$ cat src/rtl/boot_loader_if.sv
// Host load-record stream and core memory/run bus for boot_loader.
// Optional checksum signal is present only under BOOT_LOADER_CHECKSUM_EN.
interface boot_loader_if #(
    parameter int DATA_W = 32,
    parameter int ADDR_W = 7,
    parameter int CNT_W  = 16
);
    logic              inValid;
    logic              inReady;
    logic              inIsData;
    logic [ADDR_W-1:0] inAddr;
    logic [DATA_W-1:0] inWord;
    logic              start;
    logic [CNT_W-1:0]  runCycles;
    logic [DATA_W-1:0] instruction;
    logic [ADDR_W-1:0] instructionAddress;
    logic [DATA_W-1:0] data;
    logic [ADDR_W-1:0] dataAddress;
    logic              instrWriteEnable;
    logic              dataWriteEnable;
    logic              coreRun;
    logic              done;
    logic [CNT_W-1:0]  loadCount;
`ifdef BOOT_LOADER_CHECKSUM_EN
    logic [DATA_W-1:0] checksum;
`endif

    modport slave (
        input  inValid, inIsData, inAddr, inWord, start, runCycles,
`ifdef BOOT_LOADER_CHECKSUM_EN
        output checksum,
`endif
        output inReady, instruction, instructionAddress,
        output data, dataAddress, instrWriteEnable, dataWriteEnable,
        output coreRun, done, loadCount
    );

    modport master (
        output inValid, inIsData, inAddr, inWord, start, runCycles,
`ifdef BOOT_LOADER_CHECKSUM_EN
        input  checksum,
`endif
        input  inReady, instruction, instructionAddress,
        input  data, dataAddress, instrWriteEnable, dataWriteEnable,
        input  coreRun, done, loadCount
    );
endinterface

$ cat src/rtl/boot_loader.sv
// Loads instruction/data records into core memories, then runs the core.
// Define BOOT_LOADER_CHECKSUM_EN to add a running sum of written words.
module boot_loader #(
    parameter int DATA_W = 32,
    parameter int ADDR_W = 7,
    parameter int CNT_W  = 16
) (
    input logic          clk,
    input logic          reset,
    boot_loader_if.slave bus
);
    typedef enum logic [2:0] {
        IDLE, SETUP, STROBE, RUN, DONE
    } state_t;

    state_t state, state_nx;

    logic              ready;
    logic              is_data;
    logic [CNT_W-1:0]  cnt;
    logic [DATA_W-1:0] instr_q;
    logic [ADDR_W-1:0] iaddr_q;
    logic [DATA_W-1:0] data_q;
    logic [ADDR_W-1:0] daddr_q;
    logic              iwe_q;
    logic              dwe_q;
    logic              run_q;
    logic              done_q;
    logic [CNT_W-1:0]  load_count;
    logic              take_load;
    logic              take_start;

    // ready is a register so it reads 0 in the cycle right after reset
    assign take_load  = (state == IDLE) && ready && bus.inValid;
    assign take_start = (state == IDLE) && ready && bus.start
                        && !bus.inValid;

    always_ff @(posedge clk) begin
        if (reset) state <= IDLE;
        else       state <= state_nx;
    end

    always_comb begin
        state_nx = state;
        unique case (state)
            IDLE: begin
                if (take_load)
                    state_nx = SETUP;
                else if (take_start)
                    state_nx = (bus.runCycles == '0) ? DONE : RUN;
            end
            SETUP:  state_nx = STROBE;
            STROBE: state_nx = IDLE;
            RUN:    if (cnt == CNT_W'(1)) state_nx = DONE;
            DONE:   state_nx = DONE;
            default: state_nx = IDLE;
        endcase
    end

    always_ff @(posedge clk) begin
        if (reset) begin
            ready      <= 1'b0;
            is_data    <= 1'b0;
            cnt        <= '0;
            instr_q    <= '0;
            iaddr_q    <= '0;
            data_q     <= '0;
            daddr_q    <= '0;
            iwe_q      <= 1'b0;
            dwe_q      <= 1'b0;
            run_q      <= 1'b0;
            done_q     <= 1'b0;
            load_count <= '0;
        end else begin
            ready  <= (state_nx == IDLE);
            iwe_q  <= (state == SETUP) && !is_data;
            dwe_q  <= (state == SETUP) && is_data;
            run_q  <= (state_nx == RUN);
            done_q <= (state_nx == DONE);
            if (take_load) begin
                is_data <= bus.inIsData;
                if (bus.inIsData) begin
                    data_q  <= bus.inWord;
                    daddr_q <= bus.inAddr;
                end else begin
                    instr_q <= bus.inWord;
                    iaddr_q <= bus.inAddr;
                end
            end
            if (take_start)
                cnt <= bus.runCycles;
            else if (state == RUN)
                cnt <= cnt - CNT_W'(1);
            // counted only once the strobe completes without reset
            if (state == STROBE && load_count != '1)
                load_count <= load_count + CNT_W'(1);
        end
    end

`ifdef BOOT_LOADER_CHECKSUM_EN
    logic [DATA_W-1:0] word_q;
    logic [DATA_W-1:0] sum_q;

    always_ff @(posedge clk) begin
        if (reset) begin
            word_q <= '0;
            sum_q  <= '0;
        end else begin
            if (take_load)
                word_q <= bus.inWord;
            if (state == STROBE)
                sum_q <= sum_q + word_q;
        end
    end

    assign bus.checksum = sum_q;
`endif

    assign bus.inReady            = ready;
    assign bus.instruction        = instr_q;
    assign bus.instructionAddress = iaddr_q;
    assign bus.data               = data_q;
    assign bus.dataAddress        = daddr_q;
    assign bus.instrWriteEnable   = iwe_q;
    assign bus.dataWriteEnable    = dwe_q;
    assign bus.coreRun            = run_q;
    assign bus.done               = done_q;
    assign bus.loadCount          = load_count;
endmodule

$ cat src/flat_wrapper.sv
// flat-port wrapper written by rule: the top's interface ports become plain ports
module boot_loader_flat 
#(
    parameter int DATA_W = 32,
    parameter int ADDR_W = 7,
    parameter int CNT_W  = 16
)
  (clk, reset, bus_inValid, bus_inIsData, bus_inAddr, bus_inWord, bus_start, bus_runCycles, bus_inReady, bus_instruction, bus_instructionAddress, bus_data, bus_dataAddress, bus_instrWriteEnable, bus_dataWriteEnable, bus_coreRun, bus_done, bus_loadCount);
  boot_loader_if #(.DATA_W(DATA_W), .ADDR_W(ADDR_W), .CNT_W(CNT_W)) bus_i ();
  input logic clk;
  input logic reset;
  input wire logic [$bits(bus_i.inValid)-1:0] bus_inValid;
  input wire logic [$bits(bus_i.inIsData)-1:0] bus_inIsData;
  input wire logic [$bits(bus_i.inAddr)-1:0] bus_inAddr;
  input wire logic [$bits(bus_i.inWord)-1:0] bus_inWord;
  input wire logic [$bits(bus_i.start)-1:0] bus_start;
  input wire logic [$bits(bus_i.runCycles)-1:0] bus_runCycles;
  output wire logic [$bits(bus_i.inReady)-1:0] bus_inReady;
  output wire logic [$bits(bus_i.instruction)-1:0] bus_instruction;
  output wire logic [$bits(bus_i.instructionAddress)-1:0] bus_instructionAddress;
  output wire logic [$bits(bus_i.data)-1:0] bus_data;
  output wire logic [$bits(bus_i.dataAddress)-1:0] bus_dataAddress;
  output wire logic [$bits(bus_i.instrWriteEnable)-1:0] bus_instrWriteEnable;
  output wire logic [$bits(bus_i.dataWriteEnable)-1:0] bus_dataWriteEnable;
  output wire logic [$bits(bus_i.coreRun)-1:0] bus_coreRun;
  output wire logic [$bits(bus_i.done)-1:0] bus_done;
  output wire logic [$bits(bus_i.loadCount)-1:0] bus_loadCount;
  assign bus_i.inValid = bus_inValid;
  assign bus_i.inIsData = bus_inIsData;
  assign bus_i.inAddr = bus_inAddr;
  assign bus_i.inWord = bus_inWord;
  assign bus_i.start = bus_start;
  assign bus_i.runCycles = bus_runCycles;
  assign bus_inReady = bus_i.inReady;
  assign bus_instruction = bus_i.instruction;
  assign bus_instructionAddress = bus_i.instructionAddress;
  assign bus_data = bus_i.data;
  assign bus_dataAddress = bus_i.dataAddress;
  assign bus_instrWriteEnable = bus_i.instrWriteEnable;
  assign bus_dataWriteEnable = bus_i.dataWriteEnable;
  assign bus_coreRun = bus_i.coreRun;
  assign bus_done = bus_i.done;
  assign bus_loadCount = bus_i.loadCount;
  boot_loader #(.DATA_W(DATA_W), .ADDR_W(ADDR_W), .CNT_W(CNT_W)) u_core (.clk(clk), .reset(reset), .bus(bus_i));
endmodule
$ cat config.mk
export PLATFORM = sky130hd
export DESIGN_NAME = boot_loader_flat
export DESIGN_NICKNAME = d
export VERILOG_FILES = /design/src/rtl/boot_loader_if.sv /design/src/rtl/boot_loader.sv /design/src/flat_wrapper.sv
export SDC_FILE = /design/constraint.sdc
export NUM_CORES = 1
export LEC_CHECK = 0
export CAP_MARGIN = 10
export CORE_UTILIZATION = 30
export DETAILED_ROUTE_END_ITERATION = 12
export GPL_TIMING_DRIVEN = 0
export SETUP_SLACK_MARGIN = 0.2
export SLEW_MARGIN = 20
export SYNTH_ARGS = -nofsm -noshare
export SYNTH_HDL_FRONTEND = slang
export SYNTH_SLANG_ARGS = --single-unit
$ cat constraint.sdc
create_clock -name clk -period 6.06 [get_ports clk]
set_input_delay 1.818 -clock clk [delete_from_list [all_inputs] [get_ports clk]]
set_output_delay 1.818 -clock clk [all_outputs]
set_load 0.02 [all_outputs]
==> results.cfg, run 1 <==
[outcome]
status = finished, final reports clean

[finish]
layout_commonest_cell = nand2_1
fin_nets = 842
layout_common_cells = 178 x nand2_1, 157 x clkdlybuf4s50_1, 119 x dfxtp_1
antenna_cells = 0
synthToLayoutAreaGrowth_pct = 51.2
drive_above_1_share = 0.0581

[worst_setup_path]
arrival_ns = 3.71
path_class = in2reg
cp_cell_sequence = clkdlybuf4s50_1 > nand3_1 > clkbuf_1 > clkbuf_1 > nand2_1 > a21oi_1
cp_top_family = buffers and inverters
crit_start = bus_inValid
rr_worst_depth = 7
cp_common_cell = clkbuf_1
critPathRequiredTime_ns = 6.40
endpoint_kind = flip-flop
r2r-end = u_core.bus.data[29]
r2r_slack_ns = 3.64
worst-path-buf-inv = 3
path_depth = 6
max_stage_delay_ns = 0.53
critPathMaxFanout = 10
cp-endpoint = u_core.bus.data[29]
start_kind = input port
cp_slowest_cell = clkdlybuf4s50_1
r2r-start = u_core.state[1]

[placed_design]
dp_slack_ns = 2.26
place_hpwl_um = 11200
routabilityCongestion = 0.871
port_buffers = 157

[clock_tree]
clk-insertion-delay-late_ns = 0.42
cts_buffer_depth = 2
clock_sinks = 119
cts_setup_buffers = 0
cts.clk_slew.worst_paths_ns = 0.05
hold_buffers = 0
cts-root-buf = clkbuf_16
cts_max_level = 4
cts_resized = 0
cts_tree = built
cts_inserted_buffers = 17

[sta]
period_minus_slack_ns = 3.37
setup_slack_ns = 2.69
max_freq_ghz = 0.297
min_period_over_period = 0.556
slew_violations = 0
tightest_slew_ns = 0.827
setup_viol = 0
slew_headroom = 0.447
rsz0062_at_grt = no
fin_setup_tns_ns = 0
fin_skew_ns = 0.00980
hold_violations = 0

[routing]
avgViaCountPerCell = 4.98
drt_wl_total_um = 15400
antenna_left = 0
vias = 5015
drc_errors = 0
drt_iter0_markers = 316
dr.pass1.iters = 5
wl_per_cell_um = 15.2

[die]
die_w_um = 129
ios = 159
core_area_um2 = 15800
dieHeight_um = 129
rows = 46
initial_core_util = 0.305
fp.dieArea_um2 = 16600

[global_route]
grt_pass1_wl_um = 23800
grt_pass1_vias = 4665
grt_overflow = 0
antenna_found_initial = 0
track_usage = 0.186
grt_max_degree = 17

[pwr]
irDropWorstVdd_uv = 165
powerDensity_nw_per_um2 = 293
power.leakage_nw = 2.44

[logic_synthesis]
yosysSeqAreaShare = 0.493
avgSynthCellArea_um2 = 8.02
syn-cell-area_um2 = 4830
yosys_warnings = 0
async_flop_share = 0
synthesis.nets = 666
ys_types = 43
ys.flop_type = dfxtp_1
synth_top_area_share = 0.493
synth_edf_count = 0
synth_top_area_cell = dfxtp_1
synthTopCellsByArea = dfxtp_1 49%, nand2_1 14%, a21oi_1 9.9%
synth_seq_cells = 119
synthesis.instances = 603

[run]
maxCapViolCount = 0

[min_path]
min_path_type = reg2reg
==> final cells by class <==
class                      count  area [um2]
multi-input combinational    438        2260
tap                          216         270
fill                        1553        8520
timing repair buffer         157        1570
clock buffer                  21         460
clock inverter                11         173
inverter                       7        26.3
sequential                   119        2380
buffer                        39         164
==> how the worst min path moves through the flow <==
stage                                          start                     endpoint  slack (ns)  depth (start not counted)
after floorplan                       u_core.is_data  u_core.bus.instrWriteEnable        0.42                          1
after global placement                u_core.is_data  u_core.bus.instrWriteEnable        0.43                          1
after detailed placement              u_core.is_data  u_core.bus.instrWriteEnable        0.44                          1
after CTS                             u_core.is_data  u_core.bus.instrWriteEnable        0.45                          1
after global routing      u_core.bus.instruction[19]   u_core.bus.instruction[19]        0.47                          2
final                     u_core.bus.instruction[30]   u_core.bus.instruction[30]        0.45                          2
==> worst min-delay path, delay by kind of cell, from the launching register on <==
family / cells / cell delay [ns]
simple gates: 1 / 0.05
flops: 1 / 0.30
compound gates: 1 / 0.05
==> cell usage after synthesis (2+ instances only) <==
cell	instances
nand2_1	178
dfxtp_1	119
a21oi_1	96
clkbuf_1	29
nor2_1	20
nor4_1	12
nand4_1	11
nor3_1	10
a211oi_1	9
nand3_1	9
or3_1	9
a31oi_1	8
buf_2	8
inv_1	7
nor2b_1	6
o311ai_0	6
o31ai_1	6
or4_1	6
o21ai_0	5
and3_1	4
nand2b_1	4
nor4b_1	4
a32oi_1	3
ha_1	3
mux2_2	3
nand3b_1	3
o211ai_1	3
a221oi_1	2
and3b_1	2
buf_4	2
mux2i_1	2
nand4b_1	2
xor2_1	2
==> metal layers <==
layer	global-route usage	vias up	wire, um
met1	0.235	2358	7000
met2	0.297	173	7190
met4	0.0810	0	293
met3	0.0516	23	878
li1	-	2461	-
met5	0	-	0
==> flip-flops by register name, summed over array words and instances, names as in the netlist <==
signal,cells
u_core.bus.done,1
u_core.bus.dataWriteEnable,1
u_core.bus.loadCount,16
u_core.bus.data,32
u_core.bus.instructionAddress,7
u_core.is_data,1
u_core.state,3
u_core.bus.dataAddress,7
u_core.cnt,16
u_core.bus.instruction,32
u_core.bus.coreRun,1
u_core.bus.inReady,1
u_core.bus.instrWriteEnable,1
==> where the power goes <==
group          internal [mW]  switching [mW]
Sequential             0.810          0.0178
Combinational          0.106           0.132
Clock                  0.710           0.367
==> stage by stage <==
stage	cell area, um2	hold slack, ns	util	std cells	total power [mW]
final	7310	0.452	0.462	1008	2.14
after global routing	7310	0.466	0.462	1008	2.22
after floorplan	4830	0.416	-	603	0.961
after global placement	6680	0.434	0.422	976	1.08
after detailed placement	6680	0.441	0.422	976	1.08
after CTS	7310	0.454	0.462	1008	2.16
==> cell families after synthesis <==
logic type,after synthesis,share of synthesized area
multiplexers,5,0.0111
AO/OA/AOI/OAI,140,0.166
flip-flops,119,0.493
buffers and inverters,46,0.0393
adder cells (fa/ha/maj),3,0.00777
XOR/XNOR,3,0.00544
AND/OR/NAND/NOR,287,0.277
Note: power is estimated with default switching activity, not from simulation.
==> run 2: changes to the inputs <==
- clock period: 6.06 -> 3.5 ns (I/O delays scaled with it)
==> results of run 2 <==
The final DEF is identical to that of run 1. Status: finished, final reports clean.
Among the figures that moved: setup slack after placement 2.26 ns -> 0.468 ns; setup slack after layout 2.69 ns -> 0.897 ns; register-to-register setup slack 3.64 ns -> 1.08 ns; total power 2.14 mW -> 3.71 mW; worst IR drop on VDD 165 uV -> 286 uV
